$ cat src/rtl/gearbox_pkg.sv
// Shared constants and write-FSM state type for the gearbox packet buffer.
package gearbox_pkg;
    localparam int DATA_W       = 24;
    localparam int DEPTH_DEF    = 64;
    localparam int MAX_PKTS_DEF = 8;

    typedef logic [0:0] wr_state_t;
    localparam wr_state_t WRITE = 1'b0;
    localparam wr_state_t DROP  = 1'b1;
endpackage

$ cat src/rtl/pkt_buf_24_if.sv
// Stream bundle between the 32-to-24 gearbox, the packet buffer and its consumer.
interface pkt_buf_24_if
    import gearbox_pkg::*;
#(
    parameter int MAX_PKTS = MAX_PKTS_DEF
);
    // Input has no backpressure: a word transfers on every clk edge with data_in_en high.
    // Output transfers on a clk edge with data_out_valid && data_out_ready; once valid is
    // raised, data_out, data_out_last and data_out_valid hold until that transfer.
    logic [DATA_W-1:0]         data_in;
    logic                      data_in_last;
    logic                      data_in_en;
    logic [DATA_W-1:0]         data_out;
    logic                      data_out_last;
    logic                      data_out_valid;
    logic                      data_out_ready;
    logic                      pkt_drop;
    logic [$clog2(MAX_PKTS):0] pkt_count;
    wr_state_t                 wr_state;

    modport master (
        output data_in, data_in_last, data_in_en, data_out_ready,
        input  data_out, data_out_last, data_out_valid, pkt_drop, pkt_count, wr_state
    );

    modport slave (
        input  data_in, data_in_last, data_in_en, data_out_ready,
        output data_out, data_out_last, data_out_valid, pkt_drop, pkt_count, wr_state
    );
endinterface

$ cat src/rtl/pkt_buf_ram.sv
// Word store for the packet buffer: synchronous write, combinational read, {last, data}.
module pkt_buf_ram
    import gearbox_pkg::*;
#(
    parameter int DEPTH = DEPTH_DEF,
    parameter int WIDTH = DATA_W + 1
) (
    input  logic                     clk,
    input  logic                     we_i,
    input  logic [$clog2(DEPTH)-1:0] waddr_i,
    input  logic [WIDTH-1:0]         wdata_i,
    input  logic [$clog2(DEPTH)-1:0] raddr_i,
    output logic [WIDTH-1:0]         rdata_o
);
    logic [WIDTH-1:0] mem_q [DEPTH];

    always_ff @(posedge clk) begin
        if (we_i) begin
            mem_q[waddr_i] <= wdata_i;
        end
    end

    assign rdata_o = mem_q[raddr_i];
endmodule

$ cat src/rtl/pkt_buf_24.sv
// Store-and-forward packet buffer: a packet is released only after its last word is stored.
// Define GEARBOX_PKT_LEN_EN to add the pkt_len output and its per-packet length queue.
module pkt_buf_24
    import gearbox_pkg::*;
#(
    parameter int DEPTH    = DEPTH_DEF,
    parameter int MAX_PKTS = MAX_PKTS_DEF
) (
    input  logic             clk,
    input  logic             reset_n,
    pkt_buf_24_if.slave      bus
`ifdef GEARBOX_PKT_LEN_EN
    ,
    output logic [$clog2(DEPTH):0] pkt_len
`endif
);
    localparam int AW = $clog2(DEPTH);
    localparam int PW = AW + 1;
    localparam int CW = $clog2(MAX_PKTS) + 1;
    localparam logic [PW-1:0] FULL_LVL = PW'(DEPTH);
    localparam logic [CW-1:0] CNT_MAX  = CW'(MAX_PKTS);

    wr_state_t         wr_state_q, wr_state_d;
    logic [PW-1:0]     wr_ptr_q, wr_ptr_d;
    logic [PW-1:0]     wr_commit_q, wr_commit_d;
    logic [PW-1:0]     rd_ptr_q, rd_ptr_d;
    logic [CW-1:0]     pkt_count_q, pkt_count_d;
    logic [DATA_W-1:0] dout_q, dout_d;
    logic              dout_last_q, dout_last_d;
    logic              dout_valid_q, dout_valid_d;
    logic              pkt_drop_q, pkt_drop_d;
    logic              full, accept, we, commit, load, pop;
    logic [DATA_W:0]   rdata;

    // Pointers carry one extra wrap bit so full and empty are distinguishable.
    assign full   = (wr_ptr_q - rd_ptr_q) == FULL_LVL;
    assign accept = !full && (pkt_count_q < CNT_MAX);

    pkt_buf_ram #(
        .DEPTH (DEPTH),
        .WIDTH (DATA_W + 1)
    ) u_ram (
        .clk     (clk),
        .we_i    (we),
        .waddr_i (wr_ptr_q[AW-1:0]),
        .wdata_i ({bus.data_in_last, bus.data_in}),
        .raddr_i (rd_ptr_q[AW-1:0]),
        .rdata_o (rdata)
    );

    always_comb begin
        wr_state_d  = wr_state_q;
        wr_ptr_d    = wr_ptr_q;
        wr_commit_d = wr_commit_q;
        pkt_drop_d  = 1'b0;
        we          = 1'b0;
        commit      = 1'b0;
        case (wr_state_q)
            WRITE: begin
                if (bus.data_in_en) begin
                    if (accept) begin
                        we       = 1'b1;
                        wr_ptr_d = wr_ptr_q + 1'b1;
                        if (bus.data_in_last) begin
                            commit      = 1'b1;
                            wr_commit_d = wr_ptr_q + 1'b1;
                        end
                    end else begin
                        // Roll back the partial packet; skip the rest of it unless this was its end.
                        wr_ptr_d = wr_commit_q;
                        if (bus.data_in_last) begin
                            pkt_drop_d = 1'b1;
                        end else begin
                            wr_state_d = DROP;
                        end
                    end
                end
            end
            DROP: begin
                if (bus.data_in_en && bus.data_in_last) begin
                    wr_state_d = WRITE;
                    pkt_drop_d = 1'b1;
                end
            end
            default: wr_state_d = WRITE;
        endcase
    end

    assign pop  = dout_valid_q && bus.data_out_ready && dout_last_q;
    assign load = (rd_ptr_q != wr_commit_q) && (!dout_valid_q || bus.data_out_ready);

    always_comb begin
        rd_ptr_d     = rd_ptr_q;
        dout_d       = dout_q;
        dout_last_d  = dout_last_q;
        dout_valid_d = dout_valid_q;
        if (load) begin
            rd_ptr_d     = rd_ptr_q + 1'b1;
            dout_d       = rdata[DATA_W-1:0];
            dout_last_d  = rdata[DATA_W];
            dout_valid_d = 1'b1;
        end else if (dout_valid_q && bus.data_out_ready) begin
            dout_valid_d = 1'b0;
        end
    end

    always_comb begin
        case ({commit, pop})
            2'b10:   pkt_count_d = pkt_count_q + 1'b1;
            2'b01:   pkt_count_d = pkt_count_q - 1'b1;
            default: pkt_count_d = pkt_count_q;
        endcase
    end

    always_ff @(posedge clk) begin
        if (!reset_n) begin
            wr_state_q   <= WRITE;
            wr_ptr_q     <= '0;
            wr_commit_q  <= '0;
            rd_ptr_q     <= '0;
            pkt_count_q  <= '0;
            dout_q       <= '0;
            dout_last_q  <= 1'b0;
            dout_valid_q <= 1'b0;
            pkt_drop_q   <= 1'b0;
        end else begin
            wr_state_q   <= wr_state_d;
            wr_ptr_q     <= wr_ptr_d;
            wr_commit_q  <= wr_commit_d;
            rd_ptr_q     <= rd_ptr_d;
            pkt_count_q  <= pkt_count_d;
            dout_q       <= dout_d;
            dout_last_q  <= dout_last_d;
            dout_valid_q <= dout_valid_d;
            pkt_drop_q   <= pkt_drop_d;
        end
    end

    assign bus.data_out       = dout_q;
    assign bus.data_out_last  = dout_last_q;
    assign bus.data_out_valid = dout_valid_q;
    assign bus.pkt_drop       = pkt_drop_q;
    assign bus.pkt_count      = pkt_count_q;
    assign bus.wr_state       = wr_state_q;

`ifdef GEARBOX_PKT_LEN_EN
    localparam int LW = (MAX_PKTS > 1) ? $clog2(MAX_PKTS) : 1;

    logic [PW-1:0] len_mem_q [MAX_PKTS];
    logic [LW-1:0] len_wr_q, len_rd_q;

    // Length queue advances in lockstep with pkt_count, so its head is the packet on data_out.
    always_ff @(posedge clk) begin
        if (!reset_n) begin
            len_wr_q <= '0;
            len_rd_q <= '0;
        end else begin
            if (commit) begin
                len_mem_q[len_wr_q] <= wr_ptr_d - wr_commit_q;
                len_wr_q <= (len_wr_q == LW'(MAX_PKTS - 1)) ? '0 : len_wr_q + 1'b1;
            end
            if (pop) begin
                len_rd_q <= (len_rd_q == LW'(MAX_PKTS - 1)) ? '0 : len_rd_q + 1'b1;
            end
        end
    end

    assign pkt_len = len_mem_q[len_rd_q];
`endif
endmodule

$ cat src/flat_wrapper.sv
// flat-port wrapper written by rule: the top's interface ports become plain ports
module pkt_buf_24_flat import gearbox_pkg::*;
#(
    parameter int DEPTH    = DEPTH_DEF,
    parameter int MAX_PKTS = MAX_PKTS_DEF
)
  (clk, reset_n, bus_data_in, bus_data_in_last, bus_data_in_en, bus_data_out_ready, bus_data_out, bus_data_out_last, bus_data_out_valid, bus_pkt_drop, bus_pkt_count, bus_wr_state);
  pkt_buf_24_if #(.MAX_PKTS(MAX_PKTS)) bus_i ();
  input  logic clk;
  input  logic reset_n;
  input wire logic [$bits(bus_i.data_in)-1:0] bus_data_in;
  input wire logic [$bits(bus_i.data_in_last)-1:0] bus_data_in_last;
  input wire logic [$bits(bus_i.data_in_en)-1:0] bus_data_in_en;
  input wire logic [$bits(bus_i.data_out_ready)-1:0] bus_data_out_ready;
  output wire logic [$bits(bus_i.data_out)-1:0] bus_data_out;
  output wire logic [$bits(bus_i.data_out_last)-1:0] bus_data_out_last;
  output wire logic [$bits(bus_i.data_out_valid)-1:0] bus_data_out_valid;
  output wire logic [$bits(bus_i.pkt_drop)-1:0] bus_pkt_drop;
  output wire logic [$bits(bus_i.pkt_count)-1:0] bus_pkt_count;
  output wire logic [$bits(bus_i.wr_state)-1:0] bus_wr_state;
  assign bus_i.data_in = bus_data_in;
  assign bus_i.data_in_last = bus_data_in_last;
  assign bus_i.data_in_en = bus_data_in_en;
  assign bus_i.data_out_ready = bus_data_out_ready;
  assign bus_data_out = bus_i.data_out;
  assign bus_data_out_last = bus_i.data_out_last;
  assign bus_data_out_valid = bus_i.data_out_valid;
  assign bus_pkt_drop = bus_i.pkt_drop;
  assign bus_pkt_count = bus_i.pkt_count;
  assign bus_wr_state = bus_i.wr_state;
  pkt_buf_24 #(.DEPTH(DEPTH), .MAX_PKTS(MAX_PKTS)) u_core (.clk(clk), .reset_n(reset_n), .bus(bus_i));
endmodule
$ cat config.mk
export PLATFORM = sky130hd
export DESIGN_NAME = pkt_buf_24_flat
export DESIGN_NICKNAME = d
export VERILOG_FILES = /design/src/rtl/gearbox_pkg.sv /design/src/rtl/pkt_buf_24_if.sv /design/src/rtl/pkt_buf_ram.sv /design/src/rtl/pkt_buf_24.sv /design/src/flat_wrapper.sv
export SDC_FILE = /design/constraint.sdc
export NUM_CORES = 2
export LEC_CHECK = 0
export ABC_AREA = 1
export BUFFER_PORTS_ARGS = -buffer_cell sky130_fd_sc_hd__buf_4
export CAP_MARGIN = 20
export CORE_MARGIN = 5
export CORE_UTILIZATION = 42
export CTS_BUF_LIST = sky130_fd_sc_hd__clkbuf_4 sky130_fd_sc_hd__clkbuf_8
export DETAILED_ROUTE_END_ITERATION = 10
export HOLD_SLACK_MARGIN = 0.1
export MAX_ROUTING_LAYER = met4
export PLACE_DENSITY_LB_ADDON = 0.05
export RECOVER_POWER = 50
export SKIP_LAST_GASP = 1
export SYNTH_ARGS = -nofsm -noshare
export SYNTH_HDL_FRONTEND = slang
export SYNTH_HIERARCHICAL = 1
export SYNTH_SLANG_ARGS = --single-unit
$ cat constraint.sdc
create_clock -name clk -period 11.8 [get_ports clk]
set_input_delay 1.77 -clock clk [delete_from_list [all_inputs] [get_ports clk]]
set_output_delay 1.77 -clock clk [all_outputs]
set_load 0.05 [all_outputs]
==> results.txt <==
run status - complete, but fails checks
failing checks - capacitance limit, slew limit
final hold viol count - 0
Max Cap Viol - 34
Worst Hold End - u_core/bus.pkt_count[0]
Placeable Area - 161000 sq um
global-route wire length before repair - 301000 um
wire per inst - 25.5 um
most frequent cell after synthesis - nand2_1
DP HPWL - 114000 um
#FFs+latches synth - 1653
NumNets Final - 5944
unrepaired setup endpoints after global routing - no
Syn Std Cell Area - 67900 sq um
final setup TNS - 0 ns
Final GP Congestion - 0.860
hold path cells - 1
r2r startpoint - u_core/rd_ptr_q[1]
grt total ovfl - 0
Pre-antenna DRT Iters - 6
relative slew slack - -2.00
die width - 412 um
footprint of the multi-input gates - 16400 sq um
worst hold path type - reg2reg
crit path kind - reg2reg
drt drc - 0
post-synthesis cell count - 5806
Reg clk slew, reported paths - 0.06 ns
Peak VDD IR - 154 uV
Worst Max-Slew Pin Slew - 4.50 ns
crit path time final - 7.09 ns
Reg2Reg Depth - 13
Worst Path Arrival - 7.92 ns
Avg Inst Size Synth - 11.7 sq um
worst slack, placed - 5.96 ns
Vias - 44.6k
synth top area cells - edfxtp_1 71%, nand2_1 12%, nand3_1 10%
row cnt - 147
sequential area share after synthesis - 0.723
element type at the critical path end - register
CTS tree - yes
full die area - 170000 sq um
pwr/cell area - 226 nW/um^2
# Post-CTS Setup Buffers - 0
CTS Hold Bufs - 0
Worst Path Required - 12.63 ns
post-cts repair resize count - 0
Final Max Tran Viols - 1707
Leakage Power - 26.9 nW
initial antenna violation count - 11
DR iter-0 viols - 5115
H-tree Lvls - 5
Reg-to-Reg End - u_core/bus.data_out[0]
number of synthesized flops with an enable pin - 1600
Setup Skew - 0.0722 ns
synth cell count leaders - 2090 x nand2_1, 1600 x edfxtp_1, 1377 x nand3_1
CTS Buf Count - 301
Mapped Nets - 5846
area share of the largest cell type after synthesis - 0.707
Seq. cell area - 49100 sq um
Total Routing Usage GR - 0.252
distinct cell type count of the synthesized netlist - 32
crit path max fanout - 50
Initial Util - 0.423
share of layout cells above drive strength 1 - 0.104
ys async rst share - 0
fmax - 141 MHz
FILL cells - 14.9k
number of setup violations in the final report - 0
post-route setup slack - 4.71 ns
Tcrit/Tclk final - 0.601
Worst setup SP type - register
flop2flop setup slack - 4.71 ns
Routed WL - 211000 um
min-delay src - u_core/bus.pkt_count[0]
clock buffer depth - 4
pin count of the biggest net entering global routing - 211
clk root buf - clkbuf_8
antenna-violating nets left - 0
synth-to-layout area growth - 10.5%
Ys Warns - 6
predominant post-synthesis flop cell - edfxtp_1
chip height - 412 um
dominant cell type by area after synthesis - edfxtp_1
vias in the first global route - 41.7k
Sink Count - 1653
worst skew pair latency - 0.96 ns
number of port buffers - 60
Vias/cell - 5.39
# IOs - 61
==> how the worst max path moves through the flow <==
stage	depth (start not counted)	startpoint	endpoint
detailed placement	9	bus_data_in_en	u_core/u_ram/mem_q[30][16]
finish	13	u_core/rd_ptr_q[1]	u_core/bus.data_out[0]
CTS	15	u_core/rd_ptr_q[2]	u_core/u_ram/mem_q[30][23]
floorplan	7	bus_data_in_en	u_core/u_ram/mem_q[48][0]
global placement	9	bus_data_in_en	u_core/u_ram/mem_q[30][16]
global route	13	u_core/rd_ptr_q[1]	u_core/bus.data_out[22]
==> state kept, by name (all words and copies together), names as in the netlist <==
name,count
u_core/rd_ptr_q,7
u_core/bus.pkt_count,4
u_core/bus.data_out,24
u_core/bus.data_out_last,1
u_core/u_ram/mem_q,1600
u_core/bus.data_out_valid,1
u_core/bus.pkt_drop,1
u_core/wr_commit_q,7
u_core/bus.wr_state,1
u_core/wr_ptr_q,7
==> critical path: stages, from the launching register on <==
cell	delay [ns]
dfxtp_1	1.32
clkbuf_1	2.03
buf_4	0.77
buf_4	0.53
buf_4	0.66
nand3_1	0.14
nand3_1	0.12
nand2_1	0.06
nand2_1	0.06
nand3_1	0.30
nand3_1	0.30
nand2_1	0.08
o21ai_1	0.34
nor2_1	0.07
==> layout by cell type, fill, tap and decap left out, drive strengths merged <==
master / synthesis / routed
edfxtp: 1600 / 1600
clkbuf: 34 / 474
nand4: 16 / 16
nor4: 8 / 8
nor2: 145 / 145
dfxtp: 53 / 53
buf: 330 / 109
o32ai: 1 / 1
nor3: 3 / 3
o2111ai: 1 / 1
xnor2: 4 / 4
o21ai: 35 / 35
clkinvlp: 0 / 3
inv: 63 / 62
diode: 0 / 8
clkinv: 0 / 78
xor2: 10 / 10
ha: 11 / 11
nand2: 2094 / 2094
nand3: 1377 / 1377
and3: 1 / 1
a21oi: 20 / 20
==> per-layer routing <==
| metal | wire length [um] | up-vias | global-route usage |
|---|---|---|---|
| li1 | - | 20569 | - |
| met1 | 94800 | 22074 | 0.361 |
| met2 | 96000 | 1605 | 0.373 |
| met3 | 14500 | 308 | 0.0413 |
| met4 | 5850 | 0 | 0.0719 |
| met5 | 0 | - | - |
==> report_power, final <==
| group | switching [W] | total (W) | internal, W |
|---|---|---|---|
| sequential | 0.000210 | 0.00691 | 0.00670 |
| combinational | 0.00379 | 0.00503 | 0.00124 |
| clock | 0.00227 | 0.00504 | 0.00277 |
| total | 0.00627 | 0.0170 | 0.0107 |
==> final cells by class <==
type	count	share of cell area
flip-flops and latches	1653	0.654
multi-input cells	3726	0.218
clock buffers	424	0.0682
well taps	2160	0.0360
repair buffers	159	0.0150
clock inverters	80	0.00448
inverters	63	0.00375
diodes	8	0.000267
==> cells by family after synthesis <==
| group | count (synthesis) | share of synthesized area |
|---|---|---|
| AO/OA/AOI/OAI | 57 | 0.00436 |
| buffers and inverters | 427 | 0.0408 |
| XOR/XNOR | 14 | 0.00180 |
| flip-flops | 1653 | 0.723 |
| adder cells (fa/ha/maj) | 11 | 0.00203 |
| AND/OR/NAND/NOR | 3644 | 0.228 |
==> stage by stage <==
step                       util  hold slack (ns)  total power [W]  cells  cell area [sq um]
final                     0.467            0.505           0.0170   8273              75100
after global routing      0.467            0.554           0.0179   8266              75100
after CTS                 0.468            0.506           0.0171   8265              75300
after detailed placement  0.434            0.498           0.0121   7761              69800
after global placement    0.434            0.487           0.0121   7760              69800
after floorplan               -            0.458           0.0104   5806              67900
(Power assumes the default switching activity.)
